`config.mk`:
```
export PLATFORM = sky130hd
export DESIGN_NAME = id_ex_operand_stage
export DESIGN_NICKNAME = d
export VERILOG_FILES = /design/src/rtl/alu_pkg.sv /design/src/rtl/forwarding_unit.sv /design/src/rtl/id_ex_operand_stage.sv
export SDC_FILE = /design/constraint.sdc
export NUM_CORES = 1
export LEC_CHECK = 0
export BUFFER_PORTS_ARGS = -buffer_cell sky130_fd_sc_hd__buf_4
export CAP_MARGIN = 20
export CORE_MARGIN = 5
export CORE_UTILIZATION = 50
export CTS_BUF_LIST = sky130_fd_sc_hd__clkbuf_4 sky130_fd_sc_hd__clkbuf_8 sky130_fd_sc_hd__clkbuf_16
export CTS_CLUSTER_SIZE = 10
export DETAILED_ROUTE_END_ITERATION = 16
export HOLD_SLACK_MARGIN = 0.05
export PLACE_DENSITY = 0.81
export SETUP_SLACK_MARGIN = 0.05
export SLEW_MARGIN = 20
export SYNTH_ARGS = -nofsm -noshare
export SYNTH_HDL_FRONTEND = slang
export SYNTH_HIERARCHICAL = 1
export SYNTH_SLANG_ARGS = --single-unit
```
`constraint.sdc`:
```
create_clock -name clk -period 2.7 [get_ports clk]
set_input_delay 0.54 -clock clk [delete_from_list [all_inputs] [get_ports clk]]
set_output_delay 0.54 -clock clk [all_outputs]
set_load 0.1 [all_outputs]
```
`src/rtl/alu_pkg.sv`:
```
// alu_pkg: shared ALU function codes, datapath defaults and forwarding select encoding
package alu_pkg;
    localparam int XLEN_DEFAULT = 32;
    localparam int REGW_DEFAULT = 5;
    localparam logic [2:0] ALU_ADD = 3'b000;
    localparam logic [2:0] ALU_SUB = 3'b001;
    localparam logic [2:0] ALU_AND = 3'b010;
    localparam logic [2:0] ALU_OR  = 3'b011;
    localparam logic [2:0] ALU_XOR = 3'b100;
    localparam logic [2:0] ALU_SLT = 3'b101;
    typedef enum logic [1:0] {FWD_RF, FWD_EXMEM, FWD_MEMWB} fwd_sel_e;
endpackage

```
`src/rtl/forwarding_unit.sv`:
```
// forwarding_unit: picks the newest in-flight value for one source register
module forwarding_unit
    import alu_pkg::*;
#(
    parameter int XLEN = XLEN_DEFAULT,
    parameter int REGW = REGW_DEFAULT
) (
    input  logic [REGW-1:0] rs,
    input  logic [XLEN-1:0] rf_data,
    input  logic            exmem_reg_write,
    input  logic [REGW-1:0] exmem_rd,
    input  logic [XLEN-1:0] exmem_result,
    input  logic            memwb_reg_write,
    input  logic [REGW-1:0] memwb_rd,
    input  logic [XLEN-1:0] memwb_data,
    output logic [XLEN-1:0] data
);
    fwd_sel_e sel;
    // EX/MEM is younger than MEM/WB so it wins; x0 never matches
    always_comb begin
        sel  = (exmem_reg_write && exmem_rd != '0 && exmem_rd == rs) ? FWD_EXMEM :
               (memwb_reg_write && memwb_rd != '0 && memwb_rd == rs) ? FWD_MEMWB : FWD_RF;
        data = (sel == FWD_EXMEM) ? exmem_result : (sel == FWD_MEMWB) ? memwb_data : rf_data;
    end
endmodule

```
`src/rtl/id_ex_operand_stage.sv`:
```
// id_ex_operand_stage: ID/EX register with operand forwarding, load-use detection and bubbles
module id_ex_operand_stage
    import alu_pkg::*;
#(
    parameter int XLEN = XLEN_DEFAULT,
    parameter int REGW = REGW_DEFAULT
) (
    input  logic            clk,
    input  logic            rst,
    input  logic            id_valid,
    input  logic [XLEN-1:0] id_rs1_data,
    input  logic [XLEN-1:0] id_rs2_data,
    input  logic [XLEN-1:0] id_imm,
    input  logic [REGW-1:0] id_rs1,
    input  logic [REGW-1:0] id_rs2,
    input  logic [REGW-1:0] id_rd,
    input  logic            id_alu_src,
    input  logic [2:0]      id_alu_f,
    input  logic            id_reg_write,
    input  logic            id_mem_read,
    input  logic            id_mem_write,
    input  logic            hold,
    input  logic            flush,
    input  logic            exmem_reg_write,
    input  logic [REGW-1:0] exmem_rd,
    input  logic [XLEN-1:0] exmem_result,
    input  logic            memwb_reg_write,
    input  logic [REGW-1:0] memwb_rd,
    input  logic [XLEN-1:0] memwb_data,
    output logic [XLEN-1:0] oporand1,
    output logic [XLEN-1:0] oporand2,
    output logic [2:0]      f,
    output logic            ex_valid,
    output logic            ex_reg_write,
    output logic            ex_mem_read,
    output logic            ex_mem_write,
    output logic [REGW-1:0] ex_rd,
    output logic [XLEN-1:0] ex_store_data,
    output logic            load_use_stall
);
    typedef struct packed {
        logic            valid;
        logic            reg_write;
        logic            mem_read;
        logic            mem_write;
        logic            alu_src;
        logic [2:0]      alu_f;
        logic [REGW-1:0] rd;
        logic [REGW-1:0] rs1;
        logic [REGW-1:0] rs2;
        logic [XLEN-1:0] rs1_data;
        logic [XLEN-1:0] rs2_data;
        logic [XLEN-1:0] imm;
    } stage_t;

    stage_t          stage_q, stage_d;
    logic [XLEN-1:0] fwd_rs1, fwd_rs2;
    logic            uses_rs2;

    // A load in EX whose result ID needs next cycle cannot be forwarded in time
    always_comb begin
        uses_rs2       = !id_alu_src || id_mem_write;
        load_use_stall = !hold && !flush && id_valid && stage_q.valid && stage_q.mem_read &&
                         stage_q.rd != '0 &&
                         (stage_q.rd == id_rs1 || (uses_rs2 && stage_q.rd == id_rs2));
    end

    // Next register contents: flush > hold > stall bubble > capture from decode
    always_comb begin
        stage_d = stage_q;
        if (flush || (!hold && load_use_stall)) begin
            stage_d = '0;
        end else if (!hold) begin
            stage_d.valid     = id_valid;
            stage_d.reg_write = id_reg_write & id_valid;
            stage_d.mem_read  = id_mem_read & id_valid;
            stage_d.mem_write = id_mem_write & id_valid;
            stage_d.alu_src   = id_alu_src;
            stage_d.alu_f     = id_alu_f;
            stage_d.rd        = id_rd;
            stage_d.rs1       = id_rs1;
            stage_d.rs2       = id_rs2;
            stage_d.rs1_data  = id_rs1_data;
            stage_d.rs2_data  = id_rs2_data;
            stage_d.imm       = id_imm;
        end
    end

    // Stage register with synchronous reset
    always_ff @(posedge clk) begin
        if (rst) stage_q <= '0;
        else     stage_q <= stage_d;
    end

    forwarding_unit #(.XLEN(XLEN), .REGW(REGW)) u_fwd_rs1 (
        .rs(stage_q.rs1), .rf_data(stage_q.rs1_data),
        .exmem_reg_write(exmem_reg_write), .exmem_rd(exmem_rd), .exmem_result(exmem_result),
        .memwb_reg_write(memwb_reg_write), .memwb_rd(memwb_rd), .memwb_data(memwb_data),
        .data(fwd_rs1)
    );

    forwarding_unit #(.XLEN(XLEN), .REGW(REGW)) u_fwd_rs2 (
        .rs(stage_q.rs2), .rf_data(stage_q.rs2_data),
        .exmem_reg_write(exmem_reg_write), .exmem_rd(exmem_rd), .exmem_result(exmem_result),
        .memwb_reg_write(memwb_reg_write), .memwb_rd(memwb_rd), .memwb_data(memwb_data),
        .data(fwd_rs2)
    );

    assign oporand1      = fwd_rs1;
    assign oporand2      = stage_q.alu_src ? stage_q.imm : fwd_rs2;
    assign ex_store_data = fwd_rs2;
    assign f             = stage_q.alu_f;
    assign ex_valid      = stage_q.valid;
    assign ex_reg_write  = stage_q.reg_write;
    assign ex_mem_read   = stage_q.mem_read;
    assign ex_mem_write  = stage_q.mem_write;
    assign ex_rd         = stage_q.rd;
endmodule

```
==> results of run 1 <==
[logic make-up after synthesis]
| kind of cell | after synthesis |
|---|---|
| simple gates | 163 |
| compound gates | 259 |
| buf+inv | 145 |
| flops | 119 |
| xor+xnor | 26 |
| mux | 147 |
[through the flow]
step | hold slack [ns] | util [%]
4_1_cts | 0.273 | 87.5
3_5_place_dp | 0.537 | 77.1
3_3_place_gp | 0.527 | 77.1
2_1_floorplan | 0.517 | -
[timing repair]
item | 4_1_cts
gates cloned | 3
setup buffers | 3
resized for setup | 242
pin swaps | 6
endpoints found under the setup margin | 96
==> impl_summary.txt, run 1 <==
----------------------------------------------------
[Logic synthesis]
  Synthesized netlist net count ... 1058
  Multiplexer fraction of the synthesized cell area ... 17.8%
  Top cell type's share of synthesized area ... 28.1%
  Synth area leader ... dfxtp_1
  Register area share after synthesis ... 28.1%
  Main area contributors after synthesis ... dfxtp_1 28%, a2111oi_2 18%, mux2i_1 14%
  Leading post-synthesis cells by instance count ... 119 x dfxtp_1, 115 x mux2i_1, 100 x a2111oi_2
  Post-synthesis sequential element count ... 119
  Fraction of registers with async set or reset after synthesis ... 0%
  Most common cell in the netlist ... dfxtp_1
  Number of flops mapped to enable cells by yosys ... 0
  Mean Syn Cell Area ... 9.88 um2
  Simple logic cell fraction of the synthesized area ... 11.8%
  Area of the mapped netlist ... 0.00848 mm2
  Area fraction in compound gates after synthesis ... 31.2%
  Dominant combinational cell family by area after synthesis ... compound AO/OA/AOI/OAI gates
  Count of distinct cell types in the synthesized netlist ... 35
  YS warnings ... 6
  Fraction of synthesized cell area in xor and xnor cells ... 2.68%
  Post-Synth Adder-Cell Area ... 0%
  Primary FF master, synth ... dfxtp_1
  Post-Syn Instances ... 859

[Placement]
  Placed cell area ... 0.0128 mm2
  Pre-CTS setup slack ... -0.305 ns
  Dpl hpwl ... 25.7 mm
  Placed cells ... 1385
  Routability-driven placement congestion ratio ... 0.968
  Number of buffer cells added on primary ports ... 307

[Run status]
  Run status ... did not finish
  Err ... [ERROR DPL-0033] detailed placement checks failed during check placement.
  Last stage reached ... 5_1_grt

[Floorplanning]
  Die extent in x ... 140 um
  Floorplan row count ... 47
  I/O pin total ... 308
  Starting utilization of the core area ... 51.0%
  Overall die height ... 140 um

[Clock network]
  Number of CTS-inserted buffers ... 17
  Cell at the root of the clock tree ... clkbuf_16
  Number of clock sinks ... 119
  H-tree levels ... 4
  Number of buffers between clock root and the deepest sink ... 2
  Hold buffer count at cts ... 0

[GRT]
  Initial antenna violation count ... 9
  Pin count of the biggest net entering global routing ... 121

[Timing]
  Worst endpoint from the post-global-route timing repair ... oporand2[16]
  Worst End Pin Type ... top-level output

----------------------------------------------------
==> run 2, diff against run 1 <==
--- a/config.mk
+++ b/config.mk
@@ -8,13 +8,9 @@
 export BUFFER_PORTS_ARGS = -buffer_cell sky130_fd_sc_hd__buf_4
 export CAP_MARGIN = 20
 export CORE_MARGIN = 5
-export CORE_UTILIZATION = 50
-export CTS_BUF_LIST = sky130_fd_sc_hd__clkbuf_4 sky130_fd_sc_hd__clkbuf_8 sky130_fd_sc_hd__clkbuf_16
-export CTS_CLUSTER_SIZE = 10
+export CORE_UTILIZATION = 35
 export DETAILED_ROUTE_END_ITERATION = 16
-export HOLD_SLACK_MARGIN = 0.05
-export PLACE_DENSITY = 0.81
-export SETUP_SLACK_MARGIN = 0.05
+export PLACE_DENSITY_LB_ADDON = 0.15
 export SLEW_MARGIN = 20
 export SYNTH_ARGS = -nofsm -noshare
 export SYNTH_HDL_FRONTEND = slang
==> run 2 against run 1 <==
Net effect: the flow now finishes, with violations (negative setup slack); synthesized area unchanged; synthesized cell count is the same.
==> impl_summary.txt, run 2 <==
----------------------------------------------------
[Clock network]
  Number of CTS-inserted buffers ... 17 (unchanged)
  Number of buffers between clock root and the deepest sink ... 2 (unchanged)
  Number of clock sinks ... 119 (unchanged)
  Clock latency on the worst-skew pair ... 0.42 ns
  Post-CTS clock slew at the launch and capture registers of the worst setup and hold paths ... 0.07 ns
  H-tree levels ... 4 (unchanged)
  Cell at the root of the clock tree ... clkbuf_16
  CTS tree ... built

[Job]
  Count of max-cap constraint violations ... 0

[Layout]
  Final Instance Count excl. Fillers ... 1553
  Top register by number of flip-flops ... stage_q
  Layout cell share with drive strength beyond 1 ... 68.9%
  # nets final ... 1414
  Area of all placed cells without fillers ... 0.0164 mm2
  Commonest cells after routing, fill and taps aside ... 306 x buf_4, 129 x buf_12, 115 x mux2i_1
  Most common cell after layout, fill and taps aside ... buf_4
  Layout overhead on the synthesized area ... 93.1%
  Utilization after layout ... 68.0%
  Number of flip-flops under the largest register name ... 107
  Fill cell total of the finished layout ... 1737

[Logic synthesis]
  Number of flops mapped to enable cells by yosys ... 0 (unchanged)
  Fraction of registers with async set or reset after synthesis ... 0% (unchanged)
  Mean Syn Cell Area ... 9.88 um2 (unchanged)
  Area fraction in compound gates after synthesis ... 31.2% (unchanged)
  Primary FF master, synth ... dfxtp_1
  Main area contributors after synthesis ... dfxtp_1 28%, a2111oi_2 18%, mux2i_1 14%
  Dominant combinational cell family by area after synthesis ... compound AO/OA/AOI/OAI gates
  YS warnings ... 6 (unchanged)
  Post-Synth Adder-Cell Area ... 0% (unchanged)
  Area of the mapped netlist ... 0.00848 mm2 (unchanged)
  Multiplexer fraction of the synthesized cell area ... 17.8% (unchanged)
  Post-synthesis sequential element count ... 119 (unchanged)
  Leading post-synthesis cells by instance count ... 119 x dfxtp_1, 115 x mux2i_1, 100 x a2111oi_2
  Count of distinct cell types in the synthesized netlist ... 35 (unchanged)
  Top cell type's share of synthesized area ... 28.1% (unchanged)
  Synth area leader ... dfxtp_1
  Register area share after synthesis ... 28.1% (unchanged)
  Simple logic cell fraction of the synthesized area ... 11.8% (unchanged)
  Post-Syn Instances ... 859 (unchanged)
  Most common cell in the netlist ... dfxtp_1
  Synthesized netlist net count ... 1058 (unchanged)
  Fraction of synthesized cell area in xor and xnor cells ... 2.68% (unchanged)

[GRT]
  Pin count of the biggest net entering global routing ... 121
  Initial antenna violation count ... 1
  GRT met1 Usage ... 38.6%
  Global-route wire length before repair ... 62.0 mm
  Vias in the first global route ... 9822
  Global routing met3 resource utilization ... 6.70%
  Remaining Overflow, GRT ... 0
  Peak-usage layer in the global routing report ... met2
  Global routing usage on met2 ... 45.3%
  GRT Resource Usage Total ... 28.4%

[Floorplanning]
  Starting utilization of the core area ... 35.2% (-16 points)
  Overall die height ... 166 um (+18%)
  I/O pin total ... 308 (unchanged)
  Die extent in x ... 166 um (+18%)
  Core region area ... 0.0241 mm2
  Die Outline Area ... 0.0275 mm2
  Floorplan row count ... 57 (+21%)

[Timing]
  Slew at the pin closest to its max-slew limit ... 1.10 ns
  Maximum operating frequency ... 323 MHz
  Final critical-path setup slack ... -0.399 ns
  Tightest slew margin relative to the limit ... 26.5%
  Final Cycle Share ... 115%
  Count of final max-slew check failures ... 0
  Number of setup violations in the final report ... 96
  Unrepaired setup endpoints after global routing ... yes
  Shortest period the worst path allows ... 3.10 ns
  Hold violation count in the final report ... 0
  Worst clock skew ... 0.0133 ns

[Placement]
  Routability-driven placement congestion ratio ... 0.897 (-7.3%)
  Dpl hpwl ... 27.4 mm (+6.9%)
  Number of buffer cells added on primary ports ... 307 (unchanged)
  Pre-CTS setup slack ... -0.337 ns (-0.0326 ns)
  Placed cells ... 1513 (+9.2%)
  Placed cell area ... 0.0132 mm2 (+3.0%)

[Power]
  Power density over cell area ... 410 mW/mm2
  IR drop worst, VDD ... 0.000350 V
  P_leak ... 5.76 nW

[Route]
  DRC violation count after routing ... 0
  Via density per instance ... 6.16
  Routed Wire Length ... 41.3 mm
  Initial drt markers ... 977
  Drt pass-1 iters ... 5
  Post-DR wirelength/cell ... 26.6 um
  Number of nets with antenna violations after routing ... 0
  Via count of the routed design ... 9563

[Min path]
  Worst Hold Class ... input pin to register
  Worst hold start ... flush

[Critical path]
  Worst setup path class ... register to output pin
  Reg2reg setup slack ... 0.51 ns
  Worst Path Max Fanout ... 11
  Endpoint of the most critical setup path ... oporand2[31]
  Crit path required time ... 2.16 ns
  Critical path launch point type ... register
  End of the worst register-to-register path ... stage_q[78]
  FF-to-FF path depth ... 6
  Startpoint of the most critical register-to-register path ... ex_rd[4]
  Crit path from ... stage_q[96]
  Data arrival time of the critical path ... 2.56 ns
  Sort of element at the end of the critical path ... output pin

[Run status]
  Violations in the final reports ... negative setup slack
  Run status ... finished, violations left

----------------------------------------------------
-- run 2: cell counts after synthesis --
Identical to the previous run, type by type.
-- run 2: cell type report --
class | instances | area [um2] | share of cell area [%]
diodes | 1 | 2.50 | 0.0153
clock buffers | 19 | 443 | 2.70
multi-input cells | 595 | 7420 | 45.3
inverters | 1 | 3.75 | 0.0229
clock inverters | 13 | 148 | 0.901
flip-flops and latches | 119 | 2410 | 14.7
well taps | 324 | 405 | 2.47
repair buffers | 481 | 5550 | 33.9
-- run 2: logic make-up after synthesis --
group | Yosys count
XOR/XNOR | 26
AO/OA/AOI/OAI | 259
multiplexers | 147
AND/OR/NAND/NOR | 163
buffers and inverters | 145
flip-flops | 119
-- run 2: critical path, cell delays in order (launching register included) --
cell	delay, ns
dfxtp_4	0.37
nor4_4	0.34
buf_4	0.18
o21a_4	0.22
buf_12	0.18
o31ai_1	0.08
buf_4	0.15
a31oi_4	0.22
mux2_4	0.21
buf_12	0.17
-- run 2: how the worst min path moves through the flow --
stage,to,slack (ns),depth (start not counted)
after floorplan,stage_q[31],0.52,2
after global placement,stage_q[31],0.52,2
after detailed placement,stage_q[86],0.54,2
after CTS,ex_mem_read,0.30,2
after global routing,ex_mem_read,0.30,2
final,ex_mem_read,0.31,2
-- run 2: layer usage --
layer | vias up | wire length (um)
met4 | 0 | 968
met5 | - | 0
met3 | 70 | 2970
met2 | 468 | 19700
li1 | 4287 | -
met1 | 4738 | 17700
-- run 2: metrics by stage --
step	total power, W	hold slack (ns)	TNS, ns
after floorplan	0.00317	0.517	-14.39
after global placement	0.00391	0.525	-17.62
after detailed placement	0.00392	0.539	-19.92
after CTS	0.00668	0.297	-19.87
after global routing	0.00692	0.295	-28.65
final	0.00672	0.308	-24.65
-- run 2: repair_timing --
| item | in CTS | in global routing |
|---|---|---|
| endpoints found under the hold margin | 0 | 0 |
| setup buffers | 21 | 12 |
| gates resized for setup | 455 | 45 |
| gates cloned | 10 | 3 |
| pin swaps | 50 | 52 |
| setup endpoints to repair | 96 | 96 |
| hold buffers | 0 | 0 |
-- run 2: report_power, final --
group          internal, W  total [W]  switching (W)
registers          0.00181    0.00187      0.0000532
clock network      0.00140    0.00233       0.000937
logic              0.00105    0.00252        0.00148
Power figures use the tool's default switching activity.
